### src/rtl/mem_port_arbiter.sv
// rtl/mem_port_arbiter.sv - fetch/load-store arbiter in front of one single-ported memory
// One transaction outstanding at a time; data port has priority, bounded by a fetch starvation counter.
module mem_port_arbiter #(
    parameter int BUS_WIDTH    = 32,
    parameter int STARVE_LIMIT = 4,
    parameter int CNT_WIDTH    = 3
) (
    input  logic                 clk,
    input  logic                 reset,
    input  logic                 i_req,
    input  logic [BUS_WIDTH-1:0] i_addr,
    output logic                 i_gnt,
    output logic                 i_rvalid,
    output logic [BUS_WIDTH-1:0] i_rdata,
    input  logic                 d_req,
    input  logic                 d_we,
    input  logic [BUS_WIDTH-1:0] d_addr,
    input  logic [BUS_WIDTH-1:0] d_wdata,
    output logic                 d_gnt,
    output logic                 d_rvalid,
    output logic [BUS_WIDTH-1:0] d_rdata,
    output logic                 mem_req,
    output logic                 mem_we,
    output logic [BUS_WIDTH-1:0] mem_addr,
    output logic [BUS_WIDTH-1:0] mem_wdata,
    input  logic                 mem_gnt,
    input  logic                 mem_rvalid,
    input  logic [BUS_WIDTH-1:0] mem_rdata
);

    localparam logic [1:0] S_IDLE  = 2'd0;
    localparam logic [1:0] S_ISSUE = 2'd1;
    localparam logic [1:0] S_WAIT  = 2'd2;

    localparam logic [1:0] O_NONE  = 2'd0;
    localparam logic [1:0] O_FETCH = 2'd1;
    localparam logic [1:0] O_DATA  = 2'd2;

    logic [1:0]           r_state;
    logic [1:0]           w_next_state;
    logic [1:0]           r_owner;
    logic [CNT_WIDTH-1:0] r_starve_cnt;
    logic [CNT_WIDTH-1:0] w_cnt_next;

    logic                 r_mem_req;
    logic                 r_mem_we;
    logic [BUS_WIDTH-1:0] r_mem_addr;
    logic [BUS_WIDTH-1:0] r_mem_wdata;
    logic                 r_i_gnt;
    logic                 r_i_rvalid;
    logic [BUS_WIDTH-1:0] r_i_rdata;
    logic                 r_d_gnt;
    logic                 r_d_rvalid;
    logic [BUS_WIDTH-1:0] r_d_rdata;

    logic w_any_req;
    logic w_cnt_full;
    logic w_pick_fetch;
    logic w_launch;
    logic w_accept;
    logic w_resp;

    assign w_any_req    = i_req | d_req;
    assign w_cnt_full   = (r_starve_cnt == CNT_WIDTH'(STARVE_LIMIT));
    assign w_pick_fetch = i_req & (~d_req | w_cnt_full);

    // Counter only grows while fetch is actually waiting behind a data win.
    always_comb begin
        w_cnt_next = '0;
        if (!w_pick_fetch && i_req) begin
            w_cnt_next = w_cnt_full ? r_starve_cnt : r_starve_cnt + 1'b1;
        end
    end

    always_ff @(posedge clk) begin
        if (!reset) begin
            r_state <= S_IDLE;
        end else begin
            r_state <= w_next_state;
        end
    end

    always_comb begin
        w_next_state = r_state;
        case (r_state)
            S_IDLE:  if (w_any_req) w_next_state = S_ISSUE;
            S_ISSUE: if (r_mem_req && mem_gnt) w_next_state = S_WAIT;
            S_WAIT:  if (mem_rvalid) w_next_state = w_any_req ? S_ISSUE : S_IDLE;
            default: w_next_state = S_IDLE;
        endcase
    end

    // mem_rvalid outside WAIT is stale and must not reach either requester.
    always_comb begin
        w_launch = 1'b0;
        w_accept = 1'b0;
        w_resp   = 1'b0;
        case (r_state)
            S_IDLE:  w_launch = w_any_req;
            S_ISSUE: w_accept = r_mem_req & mem_gnt;
            S_WAIT: begin
                w_resp   = mem_rvalid;
                w_launch = mem_rvalid & w_any_req;
            end
            default: ;
        endcase
    end

    always_ff @(posedge clk) begin
        if (!reset) begin
            r_owner      <= O_NONE;
            r_starve_cnt <= '0;
            r_mem_req    <= 1'b0;
            r_mem_we     <= 1'b0;
            r_mem_addr   <= '0;
            r_mem_wdata  <= '0;
            r_i_gnt      <= 1'b0;
            r_i_rvalid   <= 1'b0;
            r_i_rdata    <= '0;
            r_d_gnt      <= 1'b0;
            r_d_rvalid   <= 1'b0;
            r_d_rdata    <= '0;
        end else begin
            r_i_gnt    <= 1'b0;
            r_d_gnt    <= 1'b0;
            r_i_rvalid <= 1'b0;
            r_d_rvalid <= 1'b0;

            if (w_accept) begin
                r_mem_req <= 1'b0;
                r_i_gnt   <= (r_owner == O_FETCH);
                r_d_gnt   <= (r_owner == O_DATA);
            end

            if (w_resp) begin
                r_owner <= O_NONE;
                if (r_owner == O_FETCH) begin
                    r_i_rvalid <= 1'b1;
                    r_i_rdata  <= mem_rdata;
                end
                if (r_owner == O_DATA) begin
                    r_d_rvalid <= 1'b1;
                    r_d_rdata  <= mem_rdata;
                end
            end

            // Placed after the response so a same-edge re-arbitration sets the new owner.
            if (w_launch) begin
                r_mem_req    <= 1'b1;
                r_starve_cnt <= w_cnt_next;
                if (w_pick_fetch) begin
                    r_owner     <= O_FETCH;
                    r_mem_we    <= 1'b0;
                    r_mem_addr  <= i_addr;
                    r_mem_wdata <= '0;
                end else begin
                    r_owner     <= O_DATA;
                    r_mem_we    <= d_we;
                    r_mem_addr  <= d_addr;
                    r_mem_wdata <= d_wdata;
                end
            end
        end
    end

    assign i_gnt     = r_i_gnt;
    assign i_rvalid  = r_i_rvalid;
    assign i_rdata   = r_i_rdata;
    assign d_gnt     = r_d_gnt;
    assign d_rvalid  = r_d_rvalid;
    assign d_rdata   = r_d_rdata;
    assign mem_req   = r_mem_req;
    assign mem_we    = r_mem_we;
    assign mem_addr  = r_mem_addr;
    assign mem_wdata = r_mem_wdata;

endmodule
### config.mk
export PLATFORM = sky130hd
export DESIGN_NAME = mem_port_arbiter
export DESIGN_NICKNAME = d
export VERILOG_FILES = /design/src/rtl/mem_port_arbiter.sv
export SDC_FILE = /design/constraint.sdc
export NUM_CORES = 1
export LEC_CHECK = 0
export CORE_AREA = 2 2 131 107
export DETAILED_ROUTE_END_ITERATION = 10
export DIE_AREA = 0 0 133 109
export PLACE_DENSITY = 0.84
export SYNTH_ARGS = -nofsm -noshare
export SYNTH_HDL_FRONTEND = slang
export SYNTH_SLANG_ARGS = --single-unit
### constraint.sdc
create_clock -name clk -period 2.9 [get_ports clk]
set_clock_uncertainty 0.1 [all_clocks]
set_input_delay 0.58 -clock clk [delete_from_list [all_inputs] [get_ports clk]]
set_output_delay 0.58 -clock clk [all_outputs]
set_load 0.02 [all_outputs]
==> results of run 1 <==
==> power by group <==
part           total (mW)  internal [mW]  switching (mW)
Combinational       0.804          0.409           0.394
Sequential           2.08           2.03          0.0488
Clock                2.04           1.25           0.790
Total                4.93           3.69            1.23
==> flip-flops by register name (all words and copies together) (netlist names) <==
name          flops
d_gnt             1
d_rdata          32
d_rvalid          1
i_gnt             1
i_rdata          32
i_rvalid          1
mem_addr         32
mem_req           1
mem_wdata        32
mem_we            1
r_owner           2
r_starve_cnt      3
r_state           2
==> cells by family after synthesis <==
group	after synthesis	share of synthesized area (%)
and+or+nand+nor	263	20.0
AOI/OAI and AO/OA	203	23.0
DFF	141	49.6
buffers and inverters	59	6.87
adders and majority gates	2	0.440
==> worst min path at each step <==
| stage | startpoint | cells after the start | slack [ns] | end |
|---|---|---|---|---|
| after floorplan | r_starve_cnt[1] | 2 | 0.36 | r_starve_cnt[1] |
| after global routing | d_rdata[8] | 2 | 0.37 | d_rdata[8] |
| after global placement | d_rdata[2] | 2 | 0.34 | d_rdata[2] |
| after detailed placement | i_rdata[29] | 2 | 0.35 | i_rdata[29] |
| after CTS | d_rdata[16] | 2 | 0.35 | d_rdata[16] |
| final | i_rdata[29] | 2 | 0.35 | i_rdata[29] |
==> metrics by stage <==
| stage | setup slack (ns) | area [sq um] | std cells | util (%) | power (mW) |
|---|---|---|---|---|---|
| CTS | 0.749 | 8920 | 1107 | 67.2 | 4.97 |
| global placement | 0.435 | 8360 | 1075 | 63.0 | 2.91 |
| detailed placement | 0.326 | 8360 | 1075 | 63.0 | 2.92 |
| finish | 0.727 | 8920 | 1107 | 67.2 | 4.93 |
| floorplan | 1.25 | 5690 | 668 | - | 2.51 |
| global route | 0.635 | 8920 | 1107 | 67.2 | 5.13 |
==> area by class of cell <==
type                       instances  share of cell area (%)
clock buffer                      19                    4.85
clock inverter                    13                    1.40
inverter                           4                   0.168
multi-input combinational        468                    27.7
sequential                       141                    31.6
tap                              180                    2.53
timing repair buffer             282                    31.6
==> tightest hold or removal path: cells and delay by family, from the launching register on <==
kind | cells | cell delay (ns)
AO/OA/AOI/OAI | 1 | 0.05
flip-flops | 1 | 0.30
AND/OR/NAND/NOR | 1 | 0.05
==> Yosys cell counts <==
cell / number
sky130_fd_sc_hd__nand3_2: 1
sky130_fd_sc_hd__buf_2: 15
sky130_fd_sc_hd__and2_1: 2
sky130_fd_sc_hd__clkbuf_1: 21
sky130_fd_sc_hd__o21ai_2: 29
sky130_fd_sc_hd__a221oi_1: 1
sky130_fd_sc_hd__nand2_8: 1
sky130_fd_sc_hd__nand2b_1: 3
sky130_fd_sc_hd__nor2b_1: 3
sky130_fd_sc_hd__buf_6: 15
sky130_fd_sc_hd__or2b_1: 1
sky130_fd_sc_hd__nor2_1: 3
sky130_fd_sc_hd__a21oi_1: 67
sky130_fd_sc_hd__and3_1: 2
sky130_fd_sc_hd__nor4b_1: 1
sky130_fd_sc_hd__nand3_1: 36
sky130_fd_sc_hd__a21boi_1: 61
sky130_fd_sc_hd__nand2_1: 200
sky130_fd_sc_hd__and2b_1: 1
sky130_fd_sc_hd__o21ai_0: 36
sky130_fd_sc_hd__nor2_4: 2
sky130_fd_sc_hd__buf_4: 1
sky130_fd_sc_hd__nand4_1: 2
sky130_fd_sc_hd__ha_1: 2
sky130_fd_sc_hd__nand3b_4: 1
sky130_fd_sc_hd__or2_1: 3
sky130_fd_sc_hd__buf_8: 3
sky130_fd_sc_hd__inv_1: 4
sky130_fd_sc_hd__dfxtp_1: 141
sky130_fd_sc_hd__a21boi_0: 7
sky130_fd_sc_hd__a21boi_2: 1
sky130_fd_sc_hd__o21a_1: 1
sky130_fd_sc_hd__nor3b_1: 1
==> layer usage <==
metal	vias up	GRT usage (%)	wire length, microns
li1	2730	-	-
met1	2501	26.9	6750
met2	221	38.2	7870
met3	20	8.18	1470
met4	0	7.91	293
met5	-	0	0
==> results.json, run 1 <==
{
  "critPathArrivalTime_ns": 2.40,
  "clkLatencyLatePin_ns": 0.40,
  "timing_worst_setup_path_type": "input pin to flip-flop",
  "reg2reg_start": "r_starve_cnt[0]",
  "drtIter0Drc": 283,
  "total_global_route_track_usage_pct": 22.6,
  "synth_seq_cells": 141,
  "sum_of_buffers_and_inverters_on_the_critical_path": 1,
  "critical_path.startpoint": "mem_rvalid",
  "hold_path_class": "flip-flop to flip-flop",
  "coreArea_sq_um": 13300,
  "layout_worst_path_cycle_share_pct": 74.9,
  "cts_buffers": 17,
  "critical_path.max_fanout": 34,
  "rows": 38,
  "critical_path.reg2reg.endpoint": "mem_wdata[23]",
  "initial_antenna_violation_count": 0,
  "rsz0062_at_grt": "no",
  "crit_path_max_incr_delay_ns": 0.56,
  "final.hold.worst_slack_ns": 0.350,
  "largest_buffer_count_on_any_clock_path": 2,
  "syn-cell-area_sq_um": 5690,
  "grt_max_degree": 63,
  "yosys_warnings": 0,
  "power.ir.vdd_worst_uv": 403,
  "worstMarginPinSlew_ns": 0.573,
  "fmax_ghz": 0.460,
  "post_detail_place_hpwl_microns": 11400,
  "finalSetupTns_ns": 0,
  "post-route-drc-count": 0,
  "wl_microns": 16400,
  "ios": 269,
  "antenna_violating_nets_post_route": 0,
  "number_of_cell_instances_on_the_worst_register_to_register_path": 6,
  "cellPowerDensity_nw_per_um2": 552,
  "aggregate_global_routing_overflow": 0,
  "multi_input_area_sq_um": 2470,
  "last_weighted_congestion_value_of_the_routability_driven_placer": 0.793,
  "period_needed_ns": 2.17,
  "areaGrowthSynthToFinish_pct": 56.9,
  "seq_area_frac_synth_pct": 49.6,
  "synth_area_per_cell_sq_um": 8.51,
  "avgRoutedWirePerCell_microns": 14.8,
  "crit_slowest_cell": "sky130_fd_sc_hd__clkdlybuf4s50_1",
  "synth_top_area_cell": "sky130_fd_sc_hd__dfxtp_1",
  "synth.top_cell.area_share_pct": 49.6,
  "critical_path_required_ns": 3.13,
  "cts-htree-levels": 4,
  "synthCells": 668,
  "worst_setup_hold_path_clk_slew_ns": 0.06,
  "cts_num_sinks": 141,
  "minimum_setup_slack_among_reg_to_reg_paths_ns": 0.95,
  "cts.repair.resized": 0,
  "total_nets_final": 1051,
  "horizontal_extent_of_the_die_microns": 133,
  "crit_path_end": "mem_wdata[23]",
  "final-setup-viol-count": 0,
  "final_cell_mix": "267 x sky130_fd_sc_hd__clkdlybuf4s50_1, 200 x sky130_fd_sc_hd__nand2_1, 141 x sky130_fd_sc_hd__dfxtp_1, 67 x sky130_fd_sc_hd__a21oi_1, 61 x sky130_fd_sc_hd__a21boi_1",
  "maxSlewViolCount": 0,
  "maxCapViolations": 0,
  "firstDrtPassIters": 7,
  "initial_utilization_pct": 42.9,
  "grt_pass1_wl_microns": 26100,
  "io_buffers": 268,
  "cp_num_cells": 5,
  "slew_headroom_pct": 61.8,
  "cts.repair_timing.setup_buffer_count": 0,
  "synth_area_leaders": "sky130_fd_sc_hd__dfxtp_1 50%, sky130_fd_sc_hd__nand2_1 13%, sky130_fd_sc_hd__a21boi_1 8.1%, sky130_fd_sc_hd__a21oi_1 5.9%, sky130_fd_sc_hd__o21ai_2 4.5%",
  "vias_per_cell": 4.94,
  "clk_root_buffer_cell": "sky130_fd_sc_hd__clkbuf_16",
  "register_area_sq_um": 2820,
  "die_area_sq_um": 14500,
  "fraction_of_final_layout_cells_sized_beyond_drive_strength_1_pct": 8.74,
  "grt_pass1_vias": 5259,
  "filler_instances": 1091,
  "cts-hold-fix-buffers": 0,
  "synthDistinctLibCells": 33,
  "run_status": "finished, final reports clean",
  "cp-end-kind": "flip-flop",
  "num_vias": 5472,
  "power.static_leakage_nw": 3.28,
  "die_height_microns": 109,
  "timing_hold_violations_final": 0,
  "cp-start-kind": "input pin",
  "critical_path.cell_chain": "clkdlybuf4s50_1 > nand2b_1 > and3_1 > nand2_8 > o21ai_0",
  "num_antenna_cells": 0,
  "crit_family": "simple AND/OR/NAND/NOR gates",
  "layout.cells.most_common": "sky130_fd_sc_hd__clkdlybuf4s50_1",
  "clock_tree_from_tritoncts": "built",
  "synth_nets": 805
}
(Power assumes the default switching activity.)
==> inputs of run 2 (changes only) <==
==> config.mk (replaced) <==
export PLATFORM = sky130hd
export DESIGN_NAME = mem_port_arbiter
export DESIGN_NICKNAME = d
export VERILOG_FILES = /design/src/rtl/mem_port_arbiter.sv
export SDC_FILE = /design/constraint.sdc
export NUM_CORES = 1
export LEC_CHECK = 0
export CORE_AREA = 2 2 135 111
export DETAILED_ROUTE_END_ITERATION = 10
export DIE_AREA = 0 0 137 113
export PLACE_DENSITY = 0.79
export SYNTH_ARGS = -nofsm -noshare
export SYNTH_HDL_FRONTEND = slang
export SYNTH_SLANG_ARGS = --single-unit
==> constraint.sdc (replaced) <==
create_clock -name clk -period 2 [get_ports clk]
set_clock_uncertainty 0.1 [all_clocks]
set_input_delay 0.4 -clock clk [delete_from_list [all_inputs] [get_ports clk]]
set_output_delay 0.4 -clock clk [all_outputs]
set_load 0.02 [all_outputs]
==> results.json, run 2 (same netlist as run 1, synthesis figures left out) <==
{
  "min-delay-start": "reset",
  "layout.cells.most_common": "sky130_fd_sc_hd__clkdlybuf4s50_1",
  "wl_microns": 16800,
  "combinational_share_of_power_pct": 17.9,
  "critical_path.cell_chain": "clkdlybuf4s50_1",
  "total_global_route_track_usage_pct": 21.7,
  "critical_path.max_fanout": 4,
  "clock_tree_from_tritoncts": "built",
  "fmax_ghz": 0.515,
  "vias_per_cell": 4.84,
  "cp-end-kind": "output port",
  "clkLatencyLatePin_ns": 0.42,
  "avgRoutedWirePerCell_microns": 14.9,
  "total_nets_final": 1074,
  "preCtsSetupSlack_ns": -0.0962,
  "final_area_sq_um": 9280,
  "cts.repair.resized": 0,
  "cts-htree-levels": 4,
  "areaGrowthSynthToFinish_pct": 63.3,
  "final_cell_mix": "267 x sky130_fd_sc_hd__clkdlybuf4s50_1, 200 x sky130_fd_sc_hd__nand2_1, 141 x sky130_fd_sc_hd__dfxtp_1, 67 x sky130_fd_sc_hd__a21oi_1, 61 x sky130_fd_sc_hd__a21boi_1",
  "filler_instances": 1179,
  "num_antenna_cells": 0,
  "crit_family": "buffers and inverters",
  "grt_pass1_vias": 5311,
  "timing_hold_violations_final": 0,
  "power.ir.vdd_worst_uv": 570,
  "cts.repair_timing.setup_buffer_count": 0,
  "clk_root_buffer_cell": "sky130_fd_sc_hd__clkbuf_16",
  "numPlacedInstances": 1102,
  "switching_share_pct": 25.8,
  "firstDrtPassIters": 4,
  "ios": 269,
  "period_needed_ns": 1.94,
  "aggregate_global_routing_overflow": 0,
  "coreArea_sq_um": 14100,
  "reg2reg_start": "r_starve_cnt[0]",
  "finalNonFillerCells": 1134,
  "crit_slowest_cell": "sky130_fd_sc_hd__clkdlybuf4s50_1",
  "cts-hold-fix-buffers": 0,
  "maxCapViolations": 0,
  "grt_max_degree": 58,
  "run_status": "finished, final reports clean",
  "grt_pass1_wl_microns": 26300,
  "final-setup-viol-count": 0,
  "timing_worst_setup_path_type": "flip-flop to output port",
  "layout_worst_path_cycle_share_pct": 97.0,
  "crit_path_max_incr_delay_ns": 0.66,
  "io_buffers": 268,
  "die_height_microns": 113,
  "rsz0062_at_grt": "no",
  "cts_num_sinks": 141,
  "maxSlewViolCount": 0,
  "power.static_leakage_nw": 3.46,
  "worstMarginPinSlew_ns": 0.381,
  "initial_utilization_pct": 40.5,
  "power.net_switching_mw": 1.87,
  "last_weighted_congestion_value_of_the_routability_driven_placer": 0.783,
  "critical_path.startpoint": "mem_req",
  "fraction_of_final_layout_cells_sized_beyond_drive_strength_1_pct": 10.9,
  "drtIter0Drc": 256,
  "cellPowerDensity_nw_per_um2": 779,
  "cell_internal_pwr_mw": 5.37,
  "cts_buffers": 17,
  "post-route-drc-count": 0,
  "postLayoutSetupSlackWorst_ns": 0.0600,
  "post_detail_place_hpwl_microns": 11900,
  "critPathArrivalTime_ns": 1.44,
  "worst_setup_hold_path_clk_slew_ns": 0.06,
  "initial_antenna_violation_count": 0,
  "largest_buffer_count_on_any_clock_path": 2,
  "antenna_violating_nets_post_route": 0,
  "die_area_sq_um": 15500,
  "hold_path_class": "input pin to flip-flop",
  "slew_headroom_pct": 74.6,
  "sum_of_buffers_and_inverters_on_the_critical_path": 1,
  "power.share.clock_pct": 40.5,
  "cp-start-kind": "flip-flop",
  "num_vias": 5485,
  "critical_path_required_ns": 1.50,
  "horizontal_extent_of_the_die_microns": 137,
  "seq_power_share_pct": 41.7,
  "place_area_sq_um": 8740,
  "post-layout-total-power_mw": 7.23,
  "rows": 39
}
-- run 2: power by group through the flow --
stage               sequential [mW]  clock (mW)  combinational, mW
global placement               3.07           0               1.28
CTS                            3.01        2.98               1.30
global route                   3.03        3.12               1.38
detailed placement             3.07           0               1.29
finish                         3.01        2.93               1.29
floorplan                      3.22           0              0.425
-- run 2: worst paths after layout --
check,to,slack [ns],cells past startpoint
worst max-delay path,mem_req,0.06,1
worst min register to register,d_rdata[11],0.35,2
worst max register to register,mem_wdata[23],0.24,8
worst min-delay path,mem_wdata[17],0.31,3
-- run 2: through the flow --
step,hold slack [ns],TNS [ns],utilization [%]
floorplan,0.358,0,-
global placement,0.339,-0.00797,62.2
detailed placement,0.344,-2.32,62.2
CTS,0.306,0,66.1
global route,0.321,0,66.1
finish,0.312,0,66.1
-- run 2: per-layer routing --
metal,part of all wire (%),global-route usage (%),vias up
met5,0,0,-
met4,1.6,8.32,0
met3,9.1,8.06,23
met2,46,35.4,186
met1,43,25.9,2508
li1,-,-,2768
-- run 2: worst register-to-register path: cells and delay by family (launching register included) --
| family | cells | cell delay (ns) |
|---|---|---|
| adder cells (fa/ha/maj) | 1 | 0.23 |
| buffers and inverters | 3 | 0.40 |
| flip-flops | 1 | 0.36 |
| AND/OR/NAND/NOR | 2 | 0.24 |
| AO/OA/AOI/OAI | 2 | 0.36 |
-- run 2: area by class of cell --
type | count | area, sq um | area share [%]
Clock buffer | 20 | 447 | 4.81
Multi-Input combinational cell | 468 | 2470 | 26.7
Tap cell | 184 | 230 | 2.48
Inverter | 4 | 15.0 | 0.162
Timing Repair Buffer | 305 | 3200 | 34.4
Sequential cell | 141 | 2820 | 30.4
Clock inverter | 12 | 97.6 | 1.05
==> inputs of run 3 (changes only) <==
--- a/config.mk
+++ b/config.mk
@@ -8,6 +8,7 @@
 export CORE_AREA = 2 2 135 111
 export DETAILED_ROUTE_END_ITERATION = 10
 export DIE_AREA = 0 0 137 113
+export MAX_ROUTING_LAYER = met4
 export PLACE_DENSITY = 0.79
 export SYNTH_ARGS = -nofsm -noshare
 export SYNTH_HDL_FRONTEND = slang
==> results.json, run 3 (same netlist as run 1, synthesis figures left out) <==
{
  "final_core_util_pct": 66.1,
  "cellPowerDensity_nw_per_um2": 779,
  "rsz0062_at_grt": "no",
  "worstMarginPinSlew_ns": 0.381,
  "num_antenna_cells": 0,
  "aggregate_global_routing_overflow": 0,
  "layout.cells.most_common": "sky130_fd_sc_hd__clkdlybuf4s50_1",
  "layout_worst_path_cycle_share_pct": 96.9,
  "power.share.clock_pct": 40.4,
  "maxCapViolations": 0,
  "power.ir.vdd_worst_uv": 566,
  "finalSetupTns_ns": 0,
  "last_weighted_congestion_value_of_the_routability_driven_placer": 0.794,
  "areaGrowthSynthToFinish_pct": 63.3,
  "slew_headroom_pct": 74.6,
  "initial_utilization_pct": 40.5,
  "critPathArrivalTime_ns": 1.44,
  "maxSlewViolCount": 0,
  "clock_tree_from_tritoncts": "built",
  "total_global_route_track_usage_pct": 22.4,
  "timing_worst_setup_path_type": "flip-flop to output port",
  "firstDrtPassIters": 4,
  "crit_path_max_incr_delay_ns": 0.66,
  "run_status": "finished, final reports clean",
  "grt_pass1_vias": 5328,
  "ios": 269,
  "critical_path.max_fanout": 4,
  "timing_hold_violations_final": 0,
  "worst_setup_hold_path_clk_slew_ns": 0.06,
  "coreArea_sq_um": 14100,
  "crit_slowest_cell": "sky130_fd_sc_hd__clkdlybuf4s50_1",
  "drtIter0Drc": 276,
  "power.net_switching_mw": 1.86,
  "period_needed_ns": 1.94,
  "seq_power_share_pct": 41.7,
  "cell_internal_pwr_mw": 5.37,
  "cts_num_sinks": 141,
  "avgRoutedWirePerCell_microns": 14.9,
  "final_cell_mix": "267 x sky130_fd_sc_hd__clkdlybuf4s50_1, 200 x sky130_fd_sc_hd__nand2_1, 141 x sky130_fd_sc_hd__dfxtp_1, 67 x sky130_fd_sc_hd__a21oi_1, 61 x sky130_fd_sc_hd__a21boi_1",
  "critical_path.cell_chain": "clkdlybuf4s50_1",
  "num_vias": 5519,
  "fmax_ghz": 0.516,
  "rows": 39,
  "hold_path_class": "input pin to flip-flop",
  "crit_family": "buffers and inverters",
  "die_height_microns": 113,
  "cp-start-kind": "flip-flop",
  "post-route-drc-count": 0,
  "power.static_leakage_nw": 3.46,
  "horizontal_extent_of_the_die_microns": 137,
  "io_buffers": 268,
  "largest_buffer_count_on_any_clock_path": 2,
  "clk_root_buffer_cell": "sky130_fd_sc_hd__clkbuf_16",
  "critical_path_required_ns": 1.50,
  "cts.repair.resized": 0,
  "post-layout-total-power_mw": 7.23,
  "post_detail_place_hpwl_microns": 11900,
  "cp-end-kind": "output port",
  "switching_share_pct": 25.8,
  "initial_antenna_violation_count": 0,
  "grt_pass1_wl_microns": 26300,
  "combinational_share_of_power_pct": 17.9,
  "sum_of_buffers_and_inverters_on_the_critical_path": 1,
  "antenna_violating_nets_post_route": 0,
  "clkLatencyLatePin_ns": 0.41,
  "cts-htree-levels": 4,
  "die_area_sq_um": 15500,
  "grt_max_degree": 58,
  "total_nets_final": 1074,
  "cts-hold-fix-buffers": 0,
  "cts.repair_timing.setup_buffer_count": 0,
  "cts_buffers": 17,
  "vias_per_cell": 4.87,
  "final.hold.worst_slack_ns": 0.313,
  "fraction_of_final_layout_cells_sized_beyond_drive_strength_1_pct": 10.9,
  "wl_microns": 16900,
  "final-setup-viol-count": 0
}
## run 3: cell counts in the layout (fill, tap and decap cells not counted)
No cell type changed its count.
## run 3: final timing paths
kind	start	slack (ns)	to	depth (start not counted)
hold reg to reg	d_rdata[11]	0.35	d_rdata[11]	2
hold / removal	reset	0.31	mem_wdata[17]	3
setup / recovery	mem_req	0.06	mem_req	1
setup reg to reg	r_starve_cnt[0]	0.24	mem_wdata[23]	8
## run 3: area by class of cell
type	count	area (sq um)
Fill cell	1179	4770
Timing Repair Buffer	305	3200
Sequential cell	141	2820
Multi-Input combinational cell	468	2470
Clock buffer	20	447
Tap cell	184	230
Clock inverter	12	97.6
Inverter	4	15.0
## run 3: power by group through the flow
stage / Clock (mW) / Sequential (mW) / Combinational (mW)
2_1_floorplan: 0 / 3.22 / 0.425
3_5_place_dp: 0 / 3.07 / 1.29
4_1_cts: 2.98 / 3.01 / 1.30
3_3_place_gp: 0 / 3.07 / 1.28
6_report: 2.92 / 3.01 / 1.29
5_1_grt: 3.12 / 3.03 / 1.38
## run 3: layer usage
| metal | global-route usage [%] | part of all wire, % | vias up | wire length, microns |
|---|---|---|---|---|
| li1 | - | - | 2769 | - |
| met1 | 26.8 | 43 | 2536 | 7290 |
| met2 | 35.3 | 47 | 193 | 7900 |
| met3 | 6.45 | 8.2 | 21 | 1380 |
| met4 | 8.93 | 1.7 | 0 | 280 |
| met5 | - | 0 | - | 0 |
## run 3: stage by stage
step	setup slack (ns)	instance area, sq um	std cells
after detailed placement	-0.0962	8740	1102
after CTS	0.0441	9280	1134
after floorplan	0.482	5690	668
final	0.0624	9280	1134
after global placement	-0.00401	8740	1102
after global routing	0.0347	9280	1134
